`src/rtl/fetch_unit.sv`:
```
// RV32I instruction fetch: owns the PC, issues one word request at a time, and
// buffers a single fetched instruction for decode with branch/JAL/JALR redirect.
module fetch_unit #(
  parameter logic [31:0] RESET_PC = 32'h0000_0000
) (
  input  logic        clk,
  input  logic        reset_n,
  output logic        imem_req,
  output logic [31:0] imem_addr,
  input  logic        imem_valid,
  input  logic [31:0] imem_rdata,
  output logic        instr_valid,
  input  logic        instr_ready,
  output logic [31:0] instr,
  output logic [31:0] instr_pc,
  output logic [31:0] instr_pc_plus4,
  input  logic        redirect_valid,
  input  logic        redirect_sel,
  input  logic [31:0] redirect_base_pc,
  input  logic [31:0] imm_ext,
  input  logic [31:0] alu_result,
  output logic        misalign_fault
);

  typedef enum logic [2:0] {
    IDLE  = 3'd0,
    FETCH = 3'd1,
    WAIT  = 3'd2,
    DRAIN = 3'd3,
    HALT  = 3'd4
  } state_t;

  state_t      state_q, state_d;
  logic [31:0] pc_q, pc_d;
  logic        instr_valid_q, instr_valid_d;
  logic [31:0] instr_q, instr_d;
  logic [31:0] instr_pc_q, instr_pc_d;
  logic        fault_q, fault_d;

  logic        drain;
  logic        buf_free;
  logic        redirect_act;
  logic [31:0] target;

  // JALR clears bit 0 of rs1+imm; branch/JAL targets wrap modulo 2^32.
  function automatic logic [31:0] calc_target(
    input logic               sel,
    input logic        [31:0] base,
    input logic signed [31:0] imm,
    input logic        [31:0] alu
  );
    if (sel) begin
      return alu & 32'hFFFF_FFFE;
    end
    return base + $unsigned(imm);
  endfunction

  assign drain        = instr_valid_q && instr_ready;
  assign buf_free     = !instr_valid_q || instr_ready;
  assign redirect_act = redirect_valid &&
                        ((state_q == FETCH) || (state_q == WAIT) || (state_q == DRAIN));
  assign target       = calc_target(redirect_sel, redirect_base_pc, imm_ext, alu_result);

  always_comb begin
    state_d       = state_q;
    pc_d          = pc_q;
    instr_valid_d = instr_valid_q && !drain;
    instr_d       = instr_q;
    instr_pc_d    = instr_pc_q;
    fault_d       = fault_q;
    imem_req      = 1'b0;

    case (state_q)
      IDLE: state_d = FETCH;
      FETCH: begin
        imem_req = buf_free && !redirect_valid;
        if (imem_req) begin
          state_d = WAIT;
        end
      end
      WAIT: begin
        // A request only leaves with the buffer free, so the load never collides.
        if (imem_valid) begin
          instr_valid_d = 1'b1;
          instr_d       = imem_rdata;
          instr_pc_d    = pc_q;
          pc_d          = pc_q + 32'd4;
          state_d       = FETCH;
        end
      end
      DRAIN: begin
        if (imem_valid) begin
          state_d = FETCH;
        end
      end
      HALT: instr_valid_d = 1'b0;
      default: state_d = IDLE;
    endcase

    // Redirect squashes the buffer and any response landing this cycle.
    if (redirect_act) begin
      instr_valid_d = 1'b0;
      instr_d       = instr_q;
      instr_pc_d    = instr_pc_q;
      if (target[1:0] != 2'b00) begin
        fault_d = 1'b1;
        pc_d    = pc_q;
        state_d = HALT;
      end else begin
        pc_d = target;
        case (state_q)
          WAIT:    state_d = imem_valid ? FETCH : DRAIN;
          DRAIN:   state_d = DRAIN;
          default: state_d = FETCH;
        endcase
      end
    end
  end

  always_ff @(posedge clk) begin
    if (!reset_n) begin
      state_q       <= IDLE;
      pc_q          <= RESET_PC;
      instr_valid_q <= 1'b0;
      instr_q       <= 32'h0;
      instr_pc_q    <= 32'h0;
      fault_q       <= 1'b0;
    end else begin
      state_q       <= state_d;
      pc_q          <= pc_d;
      instr_valid_q <= instr_valid_d;
      instr_q       <= instr_d;
      instr_pc_q    <= instr_pc_d;
      fault_q       <= fault_d;
    end
  end

  assign imem_addr      = pc_q;
  assign instr_valid    = instr_valid_q;
  assign instr          = instr_q;
  assign instr_pc       = instr_pc_q;
  assign instr_pc_plus4 = instr_pc_q + 32'd4;
  assign misalign_fault = fault_q;

endmodule

```
`config.mk`:
```
export PLATFORM = sky130hd
export DESIGN_NAME = fetch_unit
export DESIGN_NICKNAME = d
export VERILOG_FILES = /design/src/rtl/fetch_unit.sv
export SDC_FILE = /design/constraint.sdc
export NUM_CORES = 1
export LEC_CHECK = 0
export ABC_AREA = 1
export ABC_CLOCK_PERIOD_IN_PS = 3510
export CORE_UTILIZATION = 50
export CTS_BUF_LIST = sky130_fd_sc_hd__clkbuf_4 sky130_fd_sc_hd__clkbuf_8 sky130_fd_sc_hd__clkbuf_16
export DETAILED_ROUTE_END_ITERATION = 8
export GPL_ROUTABILITY_DRIVEN = 0
export PLACE_DENSITY = 0.87
export SKIP_LAST_GASP = 1
export SLEW_MARGIN = 10
export SYNTH_ARGS = -nofsm -noshare
export SYNTH_HDL_FRONTEND = slang
export SYNTH_SLANG_ARGS = --single-unit
```
`constraint.sdc`:
```
create_clock -name clk -period 3.51 [get_ports clk]
set_input_delay 0.5265 -clock clk [delete_from_list [all_inputs] [get_ports clk]]
set_output_delay 0.5265 -clock clk [all_outputs]
set_load 0.1 [all_outputs]
```
Word level (Yosys, flattened, before mapping)
Index checks and enable logic that the tools add are counted.
{"block": "totals", "in_bits": 134, "word_cells": 56, "reg_bits": 101, "output_inout_bits": 131}
{"block": "op_classes", "n_reduce_logical": 20, "mux": 17, "eq_ne": 8, "add_sub_neg": 3, "n_bitwise": 2}
{"operator": "32-bit two-way mux", "count": 6}
{"operator": "32-bit by 3-bit adder with 32-bit output, second input constant", "count": 2}
{"operator": "32-bit adder", "count": 1}
{"operator": "3-bit two-way mux", "count": 4}
{"operator": "3-bit case mux with 4 select lines", "count": 1}
{"operator": "3-bit AND reduction", "count": 3}
{"operator": "3-bit by 2-bit == test with 1-bit output, second input constant", "count": 2}
{"operator": "2-bit nonzero test", "count": 3}
{"operator": "1-bit logical AND", "count": 4}
{"operator": "2-bit inequality test, second input constant", "count": 2}
{"operator": "2-bit case mux with 2 select lines", "count": 1}
{"operator": "2-bit OR reduction", "count": 2}
{"operator": "3-bit by 1-bit == test with 1-bit output, second input constant", "count": 1}
{"operator": "3-bit == test, second input constant", "count": 1}
{"operator": "1-bit logical NOT", "count": 3}
{"operator": "3-bit logical NOT", "count": 1}
{"operator": "1-bit logical OR", "count": 3}
{"operator": "1-bit two-way mux", "count": 3}
{"operator": "3-bit by 1-bit inequality test with 1-bit output, second input constant", "count": 1}
{"operator": "3-bit by 2-bit inequality test with 1-bit output, second input constant", "count": 1}
{"operator": "2-bit two-way mux", "count": 1}
{"operator": "1-bit NOT", "count": 2}
{"operator": "1-bit case mux with 2 select lines", "count": 1}
{"operator": "2-bit AND reduction", "count": 1}

Depth between registers and ports, before layout
Gate-level depths: netlist of run 1.
{"block": "logic_depth", "depth_word": 6, "ltp_mapped": 15, "ltp_nobuf": 15}

Worst setup path before layout of run 1
OpenSTA, ideal clock, no wires.
{"block": "synth_timing", "path_type": "flip-flop to output port", "start": "register instr_pc_q[2] (netlist: instr_pc[2])", "end": "output port instr_pc_plus4[25]", "n_path_buf": 0, "path_stages_with_launch": 9, "required_time_ns": 2.984, "slack_ns": -1.339, "arrival_time_ns": 4.322, "cell_sequence": "dfxtp_1 > inv_1 > nor3_4 > nand4_1 > nor2_2 > nand3_2 > nor2_4 > nand4_1 > xor2_1"}
{"block": "synth_via", "elab_chain_cells": 1}
{"item": "from (decl)", "line_no": "37", "rtl": "logic [31:0] instr_pc_q, instr_pc_d;"}
{"item": "from (signal assigned)", "line_no": "133", "rtl": "instr_pc_q <= instr_pc_d;"}
{"item": "32-bit by 3-bit adder with 32-bit output", "line_no": "142", "rtl": "assign instr_pc_plus4 = instr_pc_q + 32'd4;"}
{"item": "to (decl)", "line_no": "16", "rtl": "output logic [31:0] instr_pc_plus4,"}
No other way between the ends.

Worst setup path in the final report of run 1
{"block": "layout_timing", "start": "register instr_pc_q[4] (netlist: instr_pc[4])", "end": "output port instr_pc_plus4[25]"}
Same word-level chain as after synthesis.

==> results of run 1 <==
[report_power, final]
group	internal [µW]	leakage [µW]	switching (µW)
clock network	572	0.000147	435
logic	487	0.00374	1100
registers	1210	0.000823	129
[cells by family (layout without fill, tap and decap cells)]
family / Yosys count / count (layout) / synth area share
AND/OR/NAND/NOR: 603 / 603 / 0.3395
AO/OA/AOI/OAI: 249 / 249 / 0.1702
buffers and inverters: 191 / 437 / 0.09844
flip-flops: 101 / 101 / 0.2643
XOR/XNOR: 62 / 62 / 0.07097
adder cells (fa/ha/maj): 34 / 34 / 0.05658
[per-layer routing]
layer / global-route usage / part of all wire / vias up
li1: - / - / 4476
met1: 0.4092 / 0.41 / 4101
met2: 0.5474 / 0.46 / 501
met3: 0.06500 / 0.089 / 76
met4: 0.1428 / 0.038 / 0
met5: 0 / 0 / -
[worst max-delay path, delay by kind of cell, from the launching register on]
family / cells / cell delay [ns]
flip-flops: 1 / 0.37
XOR/XNOR: 1 / 0.21
AND/OR/NAND/NOR: 6 / 1.44
buffers and inverters: 2 / 0.28
[registers in the layout, summed over array words and instances, names as in the netlist]
| name | flops |
|---|---|
| instr | 32 |
| instr_valid | 1 |
| misalign_fault | 1 |
| state_q | 3 |
| imem_addr | 32 |
| instr_pc | 32 |
[through the flow]
stage | utilization | power, µW
finish | 0.7432 | 3933
floorplan | - | 2431
detailed placement | 0.7229 | 2914
CTS | 0.7432 | 3914
global route | 0.7432 | 4095
global placement | 0.7229 | 2894
[Yosys cell counts, drive strengths merged, types with 3 or more instances]
cell | count | area, µm²
o21bai | 7 | 52.55
nor2 | 151 | 616.8
nor3 | 35 | 219.0
a21oi | 143 | 715.7
nand4 | 13 | 81.33
or2 | 4 | 25.03
xnor2 | 11 | 96.34
clkbuf | 28 | 105.1
ha | 33 | 412.9
nand2 | 331 | 1262
a31oi | 5 | 31.28
nand3 | 63 | 337.8
buf | 15 | 92.59
o211ai | 5 | 37.54
xor2 | 51 | 446.7
o21ai | 83 | 415.4
nor4 | 3 | 33.78
dfxtp | 101 | 2022
inv | 147 | 551.8
[layout make-up]
cell class                 instances  area [µm²]
multi-input combinational        948        5177
timing repair buffer             273        2660
sequential                       101        2038
inverter                         148       559.3
clock buffer                      11       240.2
fill                            1181        3789
tap                              184       230.2
clock inverter                     5       60.06
[layout by cell type, fill, tap and decap left out, types with 7 or more instances in the layout]
cell type	n
o21ai_1	15
ha_1	33
nand4_1	13
a21oi_1	143
buf_4	49
xor2_2	15
dfxtp_1	90
nor2_1	141
xor2_1	28
xor2_4	8
nor3_1	30
inv_1	142
o21bai_1	7
clkbuf_16	9
dfxtp_2	10
nand2_1	324
xnor2_1	11
clkdlybuf4s50_1	219
o21ai_0	68
nand3_1	58
[worst min-delay path by stage]
| stage | startpoint | endpoint | slack, ns | depth (start not counted) |
|---|---|---|---|---|
| after floorplan | state_q[2] | state_q[2] | 0.53 | 2 |
| after CTS | imem_addr[0] | imem_addr[0] | 0.46 | 2 |
| after detailed placement | imem_addr[0] | imem_addr[0] | 0.44 | 2 |
| after global routing | imem_addr[0] | imem_addr[0] | 0.47 | 2 |
| after global placement | imem_addr[0] | imem_addr[0] | 0.44 | 2 |
| final | imem_addr[0] | imem_addr[0] | 0.46 | 2 |
==> results.json, run 1 <==
{
  "worstSetupStartpoint": "instr_pc[4]",
  "endpoint_kind": "output port",
  "crit_path_frequent_cell": "nand4_1",
  "cts_buffer_depth": 2,
  "min_period_ns": 3.167,
  "cp.arrival_ns": 2.64,
  "drt_first_iter_violations": 854,
  "path_cells": "inv_1 -> nor3_4 -> nand4_1 -> nor2_2 -> nand3_2 -> nor2_4 -> nand4_1 -> xor2_4 -> buf_12",
  "ant_nets": 0,
  "placed_cells_incl_taps": 1654,
  "avgSynthCellArea_um2": 6.170,
  "synth_edf_count": 0,
  "num_io_pins": 265,
  "fp.coreArea_um2": 14750,
  "cp-endpoint": "instr_pc_plus4[25]",
  "ir_worst_vdd_mv": 0.2675,
  "start_util": 0.5186,
  "max_stage_delay_ns": 0.37,
  "path_class": "reg -> out",
  "vias": 9154,
  "final_cells": 1670,
  "rsz0062_at_grt": "false",
  "final-setup-viol-count": 0,
  "rrSetupSlack_ns": 1.25,
  "report.final.slew_viol_count": 0,
  "fmaxAchievable_ghz": 0.3158,
  "syn_inst": 1240,
  "wl_mm": 26.00,
  "ys_async_sr_fraction": 0,
  "worst_slew_pin_slew_ns": 1.018,
  "design_area_um2": 10970,
  "grtUsageTotal": 0.3274,
  "grt_pass1_wl_mm": 41.74,
  "grt_pass1_vias": 8479,
  "antenna_cells": 0,
  "final_nets": 1649,
  "drive_gt1_frac": 0.09489,
  "finalCritPeriodShare": 0.9022,
  "rows": 44,
  "p_leak_uw": 0.004707,
  "hpwl_mm": 20.37,
  "fin_worst_skew_ns": 0.009338,
  "slew_headroom": 0.3192,
  "status": "finished, final reports clean",
  "drt-pass1-iter-count": 7,
  "ys.warnings.count": 0,
  "r2r_cells": 12,
  "routedWlPerCell_um": 15.57,
  "seq_area_frac_synth": 0.2643,
  "chipWidth_um": 125.7,
  "cts_buffers": 9,
  "ys_ff_latch": 101,
  "holdBufCountCts": 0,
  "rr_startpoint": "imem_addr[2]",
  "maxCapViolations": 0,
  "die_area_um2": 15800,
  "syn2layout_area_growth_pct": 43.32,
  "crit_slowest_cell": "dfxtp_2",
  "place_ws_ns": 0.3960,
  "crit_path_max_fanout": 5,
  "cts_tree": "built",
  "vias_per_cell": 5.481,
  "worstPathRequired_ns": 2.98,
  "grt_max_degree": 87,
  "setup_slack_ns": 0.3433,
  "postPlaceCellArea_um2": 10670,
  "hold_path.class": "reg -> reg",
  "clk_pin_slew_ns": 0.07,
  "powerDensity_nw_per_um2": 358.7,
  "clk_latency_ns": 0.34,
  "synth_nets": 1408,
  "startpoint_type": "register",
  "cts_root_buf": "clkbuf_16",
  "rr_endpoint": "imem_addr[20]",
  "yosysUniqueCellTypes": 45,
  "port_buffers": 263,
  "syn-cell-area_um2": 7651,
  "die_y_um": 125.7,
  "hold_violations": 0,
  "clock_sinks": 101,
  "postCtsSetupRepairBufs": 0,
  "synth-main-ff-cell": "dfxtp_1",
  "antenna_found_initial": 0,
  "ctsResizeCount": 0,
  "drc_errors": 0,
  "finalSetupTns_ns": 0,
  "overflow": 0,
  "holdWs_ns": 0.4578,
  "htreeDepth": 3
}
Note: power is estimated with default switching activity, not from simulation.
==> run 2: changes to the inputs <==
==> config.mk (replaced) <==
export PLATFORM = sky130hd
export DESIGN_NAME = fetch_unit
export DESIGN_NICKNAME = d
export VERILOG_FILES = /design/src/rtl/fetch_unit.sv
export SDC_FILE = /design/constraint.sdc
export NUM_CORES = 1
export LEC_CHECK = 0
export ABC_AREA = 1
export ABC_CLOCK_PERIOD_IN_PS = 3400
export CAP_MARGIN = 15
export CORE_UTILIZATION = 48
export CTS_BUF_LIST = sky130_fd_sc_hd__clkbuf_8
export DETAILED_ROUTE_END_ITERATION = 8
export GPL_ROUTABILITY_DRIVEN = 0
export PLACE_DENSITY = 0.84
export SKIP_LAST_GASP = 1
export SLEW_MARGIN = 10
export SYNTH_ARGS = -nofsm -noshare
export SYNTH_HDL_FRONTEND = slang
export SYNTH_SLANG_ARGS = --single-unit
==> constraint.sdc (replaced) <==
create_clock -name clk -period 3.4 [get_ports clk]
set_input_delay 0.51 -clock clk [delete_from_list [all_inputs] [get_ports clk]]
set_output_delay 0.51 -clock clk [all_outputs]
set_load 0.1 [all_outputs]
==> run 2 against run 1 <==
  * Global-route usage down 1.5 points
  * First-iteration DRC count increased by 1.3%
  * Worst hold slack improved by 0.0031 ns
  * Count of clock-buffer cells in the layout decreased by 2
  * Sequential power is 3% higher
  * Clock power fell by 25%
  * Setup slack worse by 0.14 ns
  * Core utilization decreased by 3.2 points
==> results.json, run 2 (same netlist as run 1, synthesis figures left out) <==
{
  "fp.coreArea_um2": 15370,
  "switching_share": 0.4441,
  "crit_slowest_cell": "dfxtp_2",
  "hpwl_mm": 20.82,
  "seqPwrFrac": 0.366,
  "grt_pass1_vias": 8316,
  "p_leak_uw": 0.004736,
  "holdBufCountCts": 0,
  "p_int_uw": 2097,
  "cts_root_buf": "clkbuf_8",
  "drc_errors": 0,
  "cts_buffer_depth": 2,
  "grt_pass1_wl_mm": 40.90,
  "cp.arrival_ns": 2.68,
  "start_util": 0.4978,
  "hold_violations": 0,
  "ctsResizeCount": 0,
  "startpoint_type": "register",
  "rows": 45,
  "antenna_cells": 0,
  "vias": 9100,
  "drt-pass1-iter-count": 7,
  "hold_path.class": "reg -> reg",
  "fmaxAchievable_ghz": 0.3132,
  "overflow": 0,
  "fin_worst_skew_ns": 0.008899,
  "p_comb_frac": 0.433,
  "drt_first_iter_violations": 865,
  "drive_gt1_frac": 0.1114,
  "p_clk_frac": 0.201,
  "worstPathRequired_ns": 2.89,
  "port_buffers": 263,
  "multi_input_area_um2": 5206,
  "grtUsageTotal": 0.3126,
  "report.final.slew_viol_count": 0,
  "num_io_pins": 265,
  "crit_path_max_fanout": 5,
  "slew_headroom": 0.3137,
  "cts_buffers": 9,
  "final_cells": 1701,
  "routedWlPerCell_um": 15.19,
  "ant_nets": 0,
  "clk_pin_slew_ns": 0.09,
  "status": "finished, final reports clean",
  "worst_slew_pin_slew_ns": 1.026,
  "max_stage_delay_ns": 0.37,
  "path_cells": "inv_1 -> nor3_4 -> nand4_1 -> nor2_2 -> nand3_2 -> nor2_4 -> nand4_1 -> xor2_4 -> buf_12",
  "cpLargestDelayFamily": "simple AND/OR/NAND/NOR gates",
  "whs_endpoint": "imem_addr[1]",
  "rr_startpoint": "imem_addr[2]",
  "rsz0062_at_grt": "false",
  "vias_per_cell": 5.350,
  "grt_max_degree": 54,
  "htreeDepth": 3,
  "fillCellCount": 1295,
  "worstSetupStartpoint": "instr_pc[4]",
  "path_class": "reg -> out",
  "postCtsSetupRepairBufs": 0,
  "maxCapViolations": 0,
  "min_period_ns": 3.192,
  "rrSetupSlack_ns": 1.26,
  "antenna_found_initial": 0,
  "wl_mm": 25.83,
  "powerDensity_nw_per_um2": 345.0,
  "die_area_um2": 16450,
  "clk_latency_ns": 0.37,
  "r2r_cells": 12,
  "syn2layout_area_growth_pct": 42.94,
  "mostFrequentLayoutCells": "nand2_1, clkdlybuf4s50_1, inv_1, a21oi_1, nor2_1",
  "die_y_um": 128.3,
  "regArea_um2": 2038,
  "ir_worst_vdd_mv": 0.3269,
  "cts_tree": "built",
  "placed_cells_incl_taps": 1685,
  "design_area_um2": 10940,
  "crit_buf_inv": 2,
  "endpoint_kind": "output port",
  "finalCritPeriodShare": 0.9390,
  "chipWidth_um": 128.3,
  "final_common_cell": "nand2_1",
  "final-setup-viol-count": 0,
  "postPlaceCellArea_um2": 10750,
  "rr_endpoint": "imem_addr[20]",
  "final_nets": 1653,
  "hold_depth": 2,
  "crit_path_frequent_cell": "nand4_1",
  "clock_sinks": 101,
  "worstHoldStart": "imem_addr[1]",
  "p_sw_uw": 1676
}
==> run 2: cell count changes in the layout (fill, tap and decap cells not counted), moves of 2 or more <==
cell and change:
clkbuf_8 +9, buf_12 +3, clkbuf_4 -2, buf_4 +21, clkbuf_16 -9, xor2_1 -2
clkdlybuf4s50_1 -20, inv_1 +2
==> run 2: per-stage QoR <==
step / util / power, µW / hold WS, ns / setup WS [ns] / setup TNS [ns]
after floorplan: - / 2511 / 0.5324 / -0.3626 / -0.9924
after global placement: 0.6991 / 2999 / 0.4416 / 0.3685 / 0
after detailed placement: 0.6991 / 3017 / 0.4461 / 0.3649 / 0
after CTS: 0.7115 / 3763 / 0.4614 / 0.1526 / 0
after global routing: 0.7115 / 3956 / 0.4854 / 0.01416 / 0
final: 0.7115 / 3773 / 0.4609 / 0.2076 / 0
==> run 2: area by class of cell <==
| type | instances | area share |
|---|---|---|
| Inverter | 148 | 0.05114 |
| Multi-Input combinational cell | 948 | 0.4760 |
| Clock inverter | 7 | 0.006178 |
| Clock buffer | 9 | 0.01133 |
| Sequential cell | 101 | 0.1864 |
| Tap cell | 211 | 0.02414 |
| Timing Repair Buffer | 277 | 0.2448 |
==> run 2: tightest hold or removal path, delay by kind of cell, from the launching register on <==
kind          cells  cell delay [ns]
flops             1             0.33
simple gates      2             0.10
==> run 2: power by group through the flow <==
stage / Combinational (µW) / Clock (µW) / Sequential, µW
after floorplan: 718 / 0 / 1790
after CTS: 1620 / 765 / 1370
final: 1630 / 757 / 1380
after detailed placement: 1620 / 0 / 1400
after global routing: 1750 / 814 / 1390
after global placement: 1600 / 0 / 1400
==> run 2: worst max-delay path by stage <==
stage | to | slack [ns] | cells after the start
after floorplan | instr_pc_plus4[25] | -0.36 | 8
after detailed placement | imem_addr[31] | 0.36 | 13
final | instr_pc_plus4[25] | 0.21 | 9
after global routing | instr_pc_plus4[25] | 0.01 | 9
after global placement | imem_addr[31] | 0.37 | 13
after CTS | instr_pc_plus4[25] | 0.15 | 9
==> run 2: per-layer routing <==
| metal | track usage | vias to the layer above | wire, µm |
|---|---|---|---|
| li1 | - | 4480 | - |
| met4 | 0.1426 | 0 | 937 |
| met5 | 0 | - | 0 |
| met1 | 0.4006 | 4079 | 10500 |
| met3 | 0.04800 | 74 | 2300 |
| met2 | 0.5164 | 467 | 12100 |
==> run 3: changes to the inputs <==
--- a/config.mk
+++ b/config.mk
@@ -6,13 +6,14 @@
 export NUM_CORES = 1
 export LEC_CHECK = 0
 export ABC_AREA = 1
-export ABC_CLOCK_PERIOD_IN_PS = 3400
+export ABC_CLOCK_PERIOD_IN_PS = 3300
 export CAP_MARGIN = 15
 export CORE_UTILIZATION = 48
 export CTS_BUF_LIST = sky130_fd_sc_hd__clkbuf_8
 export DETAILED_ROUTE_END_ITERATION = 8
 export GPL_ROUTABILITY_DRIVEN = 0
 export PLACE_DENSITY = 0.84
+export REMOVE_ABC_BUFFERS = 1
 export SKIP_LAST_GASP = 1
 export SLEW_MARGIN = 10
 export SYNTH_ARGS = -nofsm -noshare
==> constraint.sdc (replaced) <==
create_clock -name clk -period 3.3 [get_ports clk]
set_input_delay 0.495 -clock clk [delete_from_list [all_inputs] [get_ports clk]]
set_output_delay 0.495 -clock clk [all_outputs]
set_load 0.1 [all_outputs]
==> run 3 against run 2 <==
  * Highest routed layer unchanged
  * Non-clock buffer count is 3 lower
  * Worst hold slack worse by 0.0022 ns
  * Largest cell class unchanged
  * Largest power group unchanged
  * Clock power is 4.6% higher
  * Setup slack better by 0.22 ns
==> results.json, run 3 (same netlist as run 1, synthesis figures left out) <==
{
  "finalCritPeriodShare": 0.8711,
  "ctsResizeCount": 0,
  "report.final.slew_viol_count": 0,
  "worst_slew_pin_slew_ns": 1.034,
  "die_area_um2": 16450,
  "final_common_cell": "nand2_1",
  "hold_path.class": "reg -> reg",
  "powerDensity_nw_per_um2": 365.9,
  "antenna_found_initial": 0,
  "endpoint_kind": "output port",
  "syn2layout_area_growth_pct": 37.38,
  "postCtsSetupRepairBufs": 0,
  "placed_cells_incl_taps": 1682,
  "final-setup-viol-count": 0,
  "final_nets": 1650,
  "drc_errors": 0,
  "drive_gt1_frac": 0.08406,
  "final_cells": 1698,
  "chipWidth_um": 128.3,
  "postPlaceCellArea_um2": 10310,
  "min_period_ns": 2.875,
  "worstPathRequired_ns": 2.80,
  "rsz0062_at_grt": "false",
  "clk_latency_ns": 0.37,
  "maxCapViolations": 0,
  "vias_per_cell": 5.147,
  "grt_max_degree": 59,
  "mostFrequentLayoutCells": "nand2_1, clkdlybuf4s50_1, inv_1, a21oi_1, nor2_1",
  "slew_headroom": 0.3088,
  "cp.arrival_ns": 2.38,
  "overflow": 0,
  "cts_root_buf": "clkbuf_8",
  "status": "finished, final reports clean",
  "cts_tree": "built",
  "vias": 8740,
  "clock_sinks": 101,
  "cts_buffer_depth": 2,
  "start_util": 0.4978,
  "ir_worst_vdd_mv": 0.1982,
  "drt_first_iter_violations": 646,
  "path_class": "reg -> out",
  "fmaxAchievable_ghz": 0.3479,
  "grt_pass1_wl_mm": 37.65,
  "num_io_pins": 265,
  "hpwl_mm": 18.97,
  "ant_nets": 0,
  "wl_mm": 23.59,
  "fillCellCount": 1357,
  "antenna_cells": 0,
  "port_buffers": 263,
  "startpoint_type": "register",
  "finalSetupTns_ns": 0,
  "cts_buffers": 9,
  "htreeDepth": 3,
  "design_area_um2": 10510,
  "fp.coreArea_um2": 15370,
  "hold_violations": 0,
  "holdBufCountCts": 0,
  "clk_pin_slew_ns": 0.09,
  "crit_path_max_fanout": 5,
  "p_leak_uw": 0.004653,
  "grt_pass1_vias": 7831,
  "fin_worst_skew_ns": 0.01736,
  "routedWlPerCell_um": 13.89,
  "drt-pass1-iter-count": 5,
  "rows": 45,
  "grtUsageTotal": 0.2836,
  "die_y_um": 128.3
}
run 3: worst paths after layout:
check	from	end	slack [ns]	cells past startpoint
setup / recovery	instr_pc[2]	instr_pc_plus4[27]	0.43	9
hold / removal	imem_addr[0]	imem_addr[0]	0.46	2
setup reg to reg	imem_addr[2]	imem_addr[20]	1.17	12
hold reg to reg	imem_addr[0]	imem_addr[0]	0.46	2
run 3: layout make-up:
type,count,area [µm²],area share
multi-input cells,948,4876,0.4639
repair buffers,274,2597,0.2471
flip-flops and latches,101,2022,0.1924
inverters,148,555.5,0.05285
well taps,211,264.0,0.02512
clock buffers,9,123.9,0.01178
clock inverters,7,72.57,0.006904
run 3: per-stage QoR:
stage / setup slack [ns] / util / power (µW) / hold WS [ns]
detailed placement: 0.3085 / 0.6711 / 3066 / 0.4471
CTS: 0.4077 / 0.6838 / 3847 / 0.4620
global route: 0.2227 / 0.6838 / 4038 / 0.4736
finish: 0.4255 / 0.6838 / 3846 / 0.4587
floorplan: -1.517 / - / 2542 / 0.5324
global placement: 0.3671 / 0.6711 / 3044 / 0.4381
run 3: routing by layer:
layer,track usage,up-vias,share of wire
li1,-,4489,-
met1,0.3667,3861,0.44
met2,0.4849,340,0.48
met3,0.01878,50,0.056
met4,0.1246,0,0.027
met5,0,-,0
run 3: where the power goes:
part	internal (µW)	total, µW	switching (µW)
clock network	354	792	438
registers	1290	1410	118
logic	510	1650	1140
total	2150	3850	1690
run 3: critical path, stage by stage (launching register included):
cell and delay [ns]:
dfxtp_1 0.36, inv_1 0.09, nor3_4 0.25, nand4_1 0.17, nor2_2 0.22, nand3_2 0.14, nor2_4 0.16, nand3_1 0.12
xor2_1 0.28, buf_12 0.22
